File: config.mk
export PLATFORM = sky130hd
export DESIGN_NAME = seg_scan_ctrl
export DESIGN_NICKNAME = d
export VERILOG_FILES = /design/src/rtl/seg_scan_ctrl.sv
export SDC_FILE = /design/constraint.sdc
export NUM_CORES = 1
export LEC_CHECK = 0
export CAP_MARGIN = 0
export CORE_MARGIN = 2
export CORE_UTILIZATION = 45
export CTS_CLUSTER_SIZE = 8
export DETAILED_ROUTE_END_ITERATION = 16
export HOLD_SLACK_MARGIN = 0.03
export PLACE_DENSITY = 0.71
export SYNTH_ARGS = -nofsm -noshare
export SYNTH_HDL_FRONTEND = slang
export SYNTH_SLANG_ARGS = --single-unit
File: constraint.sdc
create_clock -name clk -period 5.3 [get_ports clk]
set_input_delay 1.59 -clock clk [delete_from_list [all_inputs] [get_ports clk]]
set_output_delay 1.59 -clock clk [all_outputs]
set_load 0.1 [all_outputs]
File: src/rtl/seg_scan_ctrl.sv
// seg_scan_ctrl: time-multiplexed scan controller for an 8-digit seven-segment display.
// It produces the digit-mux select, the active-low anodes and the decimal point.
// It also handles per-digit enable masking, 16-level PWM brightness and a frame tick.
`timescale 1ns/1ps
module seg_scan_ctrl #(
    // log2 of clock cycles per digit slot; the PWM compare uses the top 4 bits, so >= 4
    parameter int PRESCALE_LOG2 = 17
) (
    input  logic       clk,
    input  logic       rst_n,
    input  logic [7:0] digit_en,
    input  logic [7:0] dp_in,
    input  logic [3:0] brightness,
    output logic [2:0] sel,
    output logic [7:0] an_n,
    output logic       dp_n,
    output logic       frame_tick
);

    localparam int PW = PRESCALE_LOG2;

    logic [PW-1:0] tick_q, tick_d;
    logic [2:0]    sel_q, sel_d;
    logic [7:0]    an_n_q, an_n_d;
    logic          dp_n_q, dp_n_d;
    logic          frame_tick_q, frame_tick_d;

    logic          boundary;
    logic [7:0]    en_rot;      // en_rot[k] = digit_en[(sel_q + k) mod 8]
    logic [2:0]    step;        // distance from sel_q to the next enabled digit
    logic [7:0]    an_dec;      // active-low one-hot for sel_d
    logic [3:0]    pwm_phase;
    logic          lit;

    // Rotate the enable mask so that bit k describes the digit k places above sel_q.
    // The 3-bit add wraps 7 -> 0 for free.
    for (genvar gi = 0; gi < 8; gi++) begin : g_rot
        assign en_rot[gi] = digit_en[sel_q + 3'(gi)];
    end

    // Active-low one-hot decode of the next select value.
    for (genvar gi = 0; gi < 8; gi++) begin : g_dec
        assign an_dec[gi] = (sel_d != 3'(gi));
    end

    // The last count of a slot is the boundary; the next edge starts a new slot.
    assign boundary = &tick_q;

    // Priority search for the nearest enabled digit above the current one.
    // Offset 8 (which is the current digit itself) is visited first, so it has
    // the lowest priority. It is chosen only when no other digit is enabled.
    always_comb begin
        step = 3'd0;
        for (int k = 8; k >= 1; k--) begin
            if (en_rot[3'(k)]) begin
                step = 3'(k);
            end
        end
    end

    // Next-state for the counter, select and frame tick, plus the registered outputs.
    // The outputs are built from the next-state values, so an_n and dp_n always
    // agree with the sel value that is visible in the same cycle.
    always_comb begin
        tick_d       = tick_q + {{(PW-1){1'b0}}, 1'b1};
        sel_d        = sel_q;
        frame_tick_d = 1'b0;
        if (boundary && (digit_en != 8'h00)) begin
            sel_d        = sel_q + step;
            // Moving to an index no higher than before means the scan wrapped.
            // This includes staying on a lone enabled digit.
            frame_tick_d = (sel_q + step) <= sel_q;
        end

        pwm_phase = tick_d[PW-1 -: 4];
        lit       = digit_en[sel_d] && (pwm_phase <= brightness);
        an_n_d    = lit ? an_dec : 8'hFF;
        dp_n_d    = lit ? ~dp_in[sel_d] : 1'b1;
    end

    // State and output registers with synchronous active-low clear.
    always_ff @(posedge clk) begin
        if (!rst_n) begin
            tick_q       <= '0;
            sel_q        <= 3'd0;
            an_n_q       <= 8'hFF;
            dp_n_q       <= 1'b1;
            frame_tick_q <= 1'b0;
        end else begin
            tick_q       <= tick_d;
            sel_q        <= sel_d;
            an_n_q       <= an_n_d;
            dp_n_q       <= dp_n_d;
            frame_tick_q <= frame_tick_d;
        end
    end

    assign sel        = sel_q;
    assign an_n       = an_n_q;
    assign dp_n       = dp_n_q;
    assign frame_tick = frame_tick_q;

endmodule

==> results of run 1 <==
area by class of cell:
cell class              count  area [sq um]
repair buffers             35           348
inverters                   8          30.0
well taps                  48          60.1
clock buffers               5          68.8
multi-input cells         134          1050
clock inverters             3          40.0
fillers                   315          1440
flip-flops and latches     30           601
placed cells by master (no fill, tap or decap), types with 4 or more instances in the layout:
cell type / count
dfxtp_1: 30
mux2i_1: 16
nand4_1: 7
xnor2_1: 9
nand3_1: 5
ha_1: 10
nand2_1: 12
or2_1: 4
inv_1: 7
clkbuf_8: 5
and2_1: 4
xor2_1: 9
and3_1: 6
nor2_1: 23
clkdlybuf4s50_1: 34
through the flow:
stage	util, %	worst slack, ns	instance area (sq um)	instances	hold slack [ns]
after detailed placement	57.5	0.301	2090	255	0.457
after CTS	60.5	0.602	2200	263	0.466
after global placement	57.5	0.504	2090	255	0.423
after floorplan	-	1.12	1700	177	0.413
final	60.5	0.601	2200	263	0.459
after global routing	60.5	0.401	2200	263	0.476
state kept, by name, indices dropped and copies added (netlist names):
register and count:
tick_q 17, an_n 8, sel 3, dp_n 1, frame_tick 1
cells in the mapped netlist (2+ instances only):
| master | instances |
|---|---|
| dfxtp_1 | 30 |
| nor2_1 | 23 |
| mux2i_1 | 16 |
| nand2_1 | 12 |
| ha_1 | 10 |
| xnor2_1 | 9 |
| xor2_1 | 9 |
| inv_1 | 7 |
| nand4_1 | 7 |
| and3_1 | 6 |
| clkbuf_1 | 5 |
| nand3_1 | 5 |
| and2_1 | 4 |
| or2_1 | 4 |
| and4_1 | 3 |
| o21ai_0 | 3 |
| a211oi_1 | 2 |
| a21oi_1 | 2 |
| mux2i_2 | 2 |
| mux4_1 | 2 |
| mux4_2 | 2 |
| o22ai_1 | 2 |
| or4_4 | 2 |
power by group through the flow:
stage / Sequential, mW / Clock (mW) / Combinational (mW)
2_1_floorplan: 0.240 / 0 / 0.0202
3_3_place_gp: 0.235 / 0 / 0.0495
3_5_place_dp: 0.235 / 0 / 0.0511
4_1_cts: 0.230 / 0.231 / 0.0516
5_1_grt: 0.230 / 0.243 / 0.0561
6_report: 0.230 / 0.226 / 0.0512
cells by family after synthesis:
group | count (synthesis) | share of synthesized area [%]
AOI/OAI and AO/OA | 13 | 5.52
xor gates and xnor gates | 18 | 9.27
adders and majority gates | 11 | 8.54
buffers and inverters | 13 | 2.87
DFF | 30 | 35.3
muxes | 23 | 17.4
and+or+nand+nor | 69 | 21.0
per-layer routing:
| layer | wire [um] | GRT usage (%) | share of wire (%) |
|---|---|---|---|
| met5 | 0 | 0 | 0 |
| met1 | 1640 | 22.5 | 44 |
| met2 | 1790 | 35.1 | 48 |
| met3 | 216 | 6.51 | 5.8 |
| met4 | 65 | 7.55 | 1.7 |
worst max-delay path, cell delays in order:
cell,delay (ns)
clkdlybuf4s50_1,0.47
mux4_1,0.51
mux2i_1,0.27
nand2_1,0.14
ha_1,0.22
fa_1,0.51
mux2i_2,0.43
mux2i_1,0.33
nand3_1,0.14
or2_1,0.27
final timing paths:
| check | end | from | cells after the start |
|---|---|---|---|
| min reg2reg | tick_q[0]$_SDFF_PN0_ | tick_q[0]$_SDFF_PN0_ | 1 |
| max | an_n[0]$_SDFF_PN1_ | digit_en[7] | 10 |
| max reg2reg | an_n[0]$_SDFF_PN1_ | sel[0]$_SDFF_PN0_ | 10 |
| min | tick_q[0]$_SDFF_PN0_ | tick_q[0]$_SDFF_PN0_ | 1 |
==> run metrics, run 1 <==
# diodes 0; mean post-synth cell area approximately 9.6 sq um; Max Freq ~0.21 GHz; Final Max Slew Viols 0; total of max-cap violations 0; cell area power density 231 mW/mm^2; Ports 35; total wire length 3720 um; synthesized area 0.00170 sq mm; Final ANT Viol Nets 0; crit share post-route 88.7%; row count 22; crit start category input pin; global-route wire length before repair approximately 6500 um; Port Buf Inserts 34; flops & latches, synth 30; hpwl dp 2900 um; CP Capture Type flip-flop; status completed; area of the core between 0.003 and 0.004 sq mm; Final GP Congestion between 0.8 and 0.9; Req. time, crit path 5.48 ns; combinational share of power about a tenth; maximum resistive drop on vdd 225 uV; Ys Warns 0; Via Count ~1400; largest net degree at the start of global routing 18; clk sinks 30; post-CTS setup buffers 0; Tmin final about 4.7 ns; CTS tree yes; Die X-Extent 65.5 um; Post-synth ARST share 0%; register area share after synthesis a little over a third; Synth-to-Final Area Change 29.3%; initial antenna violation count 0; leakage 0.928 nW; WL/cell 14.1 um; clock network fraction of total power 44.5%; clock skew 0.00786 ns; Via density 5.32; Residual DRC 0; Num CTS Buffers 5; die area 0.00429 sq mm; worst skew pair latency a little under 0.3 ns; Flop pwr share 45.4%; sw frac 22.6%; PnR Total Power 0.507 mW; final setup fails 0; Critical Path Fanout Max 7; cts hold-fix bufs 0; Clock transition at path regs 0.07 ns; first-pass iteration count of the detailed router 4; number of global-route vias before repair around 1400; depth of the CTS H-tree 2; Iteration-0 DRC Markers 50; max_slew headroom 34.0%; die height 65.5 um; GRT overflow 0; cell accounting for the most synthesized area dfxtp_1; fraction of layout cells with a size suffix above 1 under 10%; critical path class input pin to flip-flop; hold crit path type flip-flop to flip-flop; ys flop type dfxtp_1; CTS Buffer Depth 2; unrepaired setup endpoints after global routing false; nets 247; Post-synth EDFFs 0; Gates resized, CTS repair 0; initial core utilization 46.8%; largest cells by area after synthesis dfxtp_1 35%, mux2i_1 9.4%, ha_1 7.4%; Worst EP arrival 4.88 ns; Synth Net Count 210; internal power 0.393 mW; share of the synthesized area in the top cell type 35.3%; gr usage total between 20% and 30%; Syn Inst Count between 150 and 200; slew at the pin with the worst max-slew slack 0.987 ns; final hold violation count 0; r2r setup slk 1.51 ns; Distinct cells, synth 33; Psw 0.115 mW; setup tns final 0 ns; CTS Root Cell clkbuf_8
(Power assumes the default switching activity.)
==> run 2: changes to the inputs <==
--- a/config.mk
+++ b/config.mk
@@ -7,11 +7,11 @@
 export LEC_CHECK = 0
 export CAP_MARGIN = 0
 export CORE_MARGIN = 2
-export CORE_UTILIZATION = 45
+export CORE_UTILIZATION = 51
 export CTS_CLUSTER_SIZE = 8
 export DETAILED_ROUTE_END_ITERATION = 16
 export HOLD_SLACK_MARGIN = 0.03
-export PLACE_DENSITY = 0.71
+export PLACE_DENSITY = 0.79
 export SYNTH_ARGS = -nofsm -noshare
 export SYNTH_HDL_FRONTEND = slang
 export SYNTH_SLANG_ARGS = --single-unit
==> run 2 against run 1 <==
Against the previous run: sequential share of layout area grew 0.46 points; non-clock buffer count is the same; sequential power about the same; sequential cell count is the same; die area fell by 11%; cell area shrank 1.7%; global-route usage grew 2.1 points; largest cell class unchanged; highest routed layer unchanged.
==> run metrics, run 2 (synthesis results as in run 1) <==
global-route wire length before repair 6050 um; GRT overflow 0; FF-to-FF Start sel[0]$_SDFF_PN0_; maximum resistive drop on vdd 235 uV; clock network fraction of total power 38.9%; met3 Use GR about 7.7%; combinational share of power approximately 11%; initial core utilization 54.8%; multi-input logic area around 0.0011 sq mm; hold depth 1; most common cell after layout, fill and taps aside clkdlybuf4s50_1; CTS tree yes; hpwl dp 2870 um; CTS Buffer Depth 2; Gates resized, CTS repair 0; total wire length 3660 um; status completed; crit share post-route 87.4%; Synth-to-Final Area Change 27.2%; Max Freq 0.216 GHz; number of global-route vias before repair about 1400; Hold Path End tick_q[0]$_SDFF_PN0_; Residual DRC 0; final hold violation count 0; Final GP Congestion 0.849; WL/cell 14.1 um; fillers between 200 and 250; Biggest register tick_q; clk sinks 30; crit start category input pin; hold crit path type flip-flop to flip-flop; Final ANT Viol Nets 0; max_slew headroom 34.5%; Final Max Slew Viols 0; Via density around 5.4; unrepaired setup endpoints after global routing false; Tmin final 4.63 ns; r2r endpoint an_n[6]$_SDFF_PN1_; Req. time, crit path 5.53 ns; depth of the CTS H-tree 2; Ports 35; post-CTS setup buffers 0; Die X-Extent 61.7 um; first-pass iteration count of the detailed router 4; Clock transition at path regs 0.10 ns; grt met1 use 22.7%; total of max-cap violations 0; Core Util, Final 69.7%; Num CTS Buffers 5; Iteration-0 DRC Markers 40; Worst EP arrival 4.87 ns; worst skew pair latency approximately 0.34 ns; die area between 0.003 and 0.004 sq mm; cell area power density 213 mW/mm^2; Port Buf Inserts 34; leakage 0.916 nW; setup tns final 0 ns; final setup fails 0; cts hold-fix bufs 0; CP Capture Type flip-flop; CTS Root Cell clkbuf_4; gr usage total 22.1%; critical path class input pin to flip-flop; area of the core around 0.0031 sq mm; Critical Path Fanout Max 7; Flop pwr share 50.0%; nets 247; most frequent cells in the layout 34 x clkdlybuf4s50_1, 30 x dfxtp_1, 23 x nor2_1, 16 x mux2i_1, 12 x nand2_1; clock skew 0.0127 ns; internal power 0.352 mW; die height 61.7 um; Via Count 1386; r2r setup slk between 1 and 1.5 ns; Psw roughly 0.11 mW; row count 20; hold path start tick_q[0]$_SDFF_PN0_; initial antenna violation count 0; sw frac 23.5%; fraction of layout cells with a size suffix above 1 roughly 8.4%; GR Util met2 41.1%; largest net degree at the start of global routing 18; register area around 600 sq um; max FFs per register 17; slew at the pin with the worst max-slew slack slightly below 1 ns; # diodes 0; R2R cell count 10; gr busiest metal met2
run 2: critical path: stages:
cell	delay (ns)
clkdlybuf4s50_1	0.46
mux4_1	0.50
mux2i_1	0.25
nand2_1	0.15
ha_1	0.22
fa_1	0.50
mux2i_2	0.43
mux2i_2	0.33
nand3_1	0.15
or2_1	0.28
run 2: worst max-delay path by stage:
| stage | start | endpoint | slack [ns] | cells after the start |
|---|---|---|---|---|
| floorplan | digit_en[4] | an_n[4]$_SDFF_PN1_ | 1.12 | 9 |
| global placement | digit_en[4] | an_n[4]$_SDFF_PN1_ | 0.52 | 10 |
| detailed placement | digit_en[7] | an_n[2]$_SDFF_PN1_ | 0.30 | 10 |
| CTS | digit_en[7] | an_n[2]$_SDFF_PN1_ | 0.66 | 10 |
| global route | digit_en[7] | an_n[0]$_SDFF_PN1_ | 0.40 | 10 |
| finish | digit_en[7] | an_n[6]$_SDFF_PN1_ | 0.67 | 10 |
run 2: power groups by stage:
stage	clock, mW	combinational [mW]	sequential, mW
floorplan	0	0.0202	0.240
global placement	0	0.0490	0.235
detailed placement	0	0.0508	0.235
CTS	0.182	0.0512	0.230
global route	0.191	0.0555	0.230
finish	0.179	0.0510	0.230
run 2: layer usage:
layer  vias up  routed length [um]
met1       633                1500
met2        46                1860
li1        695                   -
met4         0                  94
met5         -                   0
met3        12                 200
run 2: through the flow:
stage               area (sq um)  total power, mW  setup slack, ns  hold WS, ns  instances
floorplan                   1700            0.260             1.12        0.413        177
global placement            2080            0.284            0.519        0.425        251
detailed placement          2080            0.286            0.297        0.445        251
CTS                         2160            0.463            0.661        0.459        259
global route                2160            0.477            0.399        0.479        259
finish                      2160            0.460            0.665        0.457        259
run 2: area by class of cell:
cell class	count	area share, %
Sequential cell	30	27.8
Clock inverter	3	1.85
Tap cell	44	2.55
Inverter	8	1.39
Multi-Input combinational cell	134	48.6
Timing Repair Buffer	35	16.1
Clock buffer	5	1.74
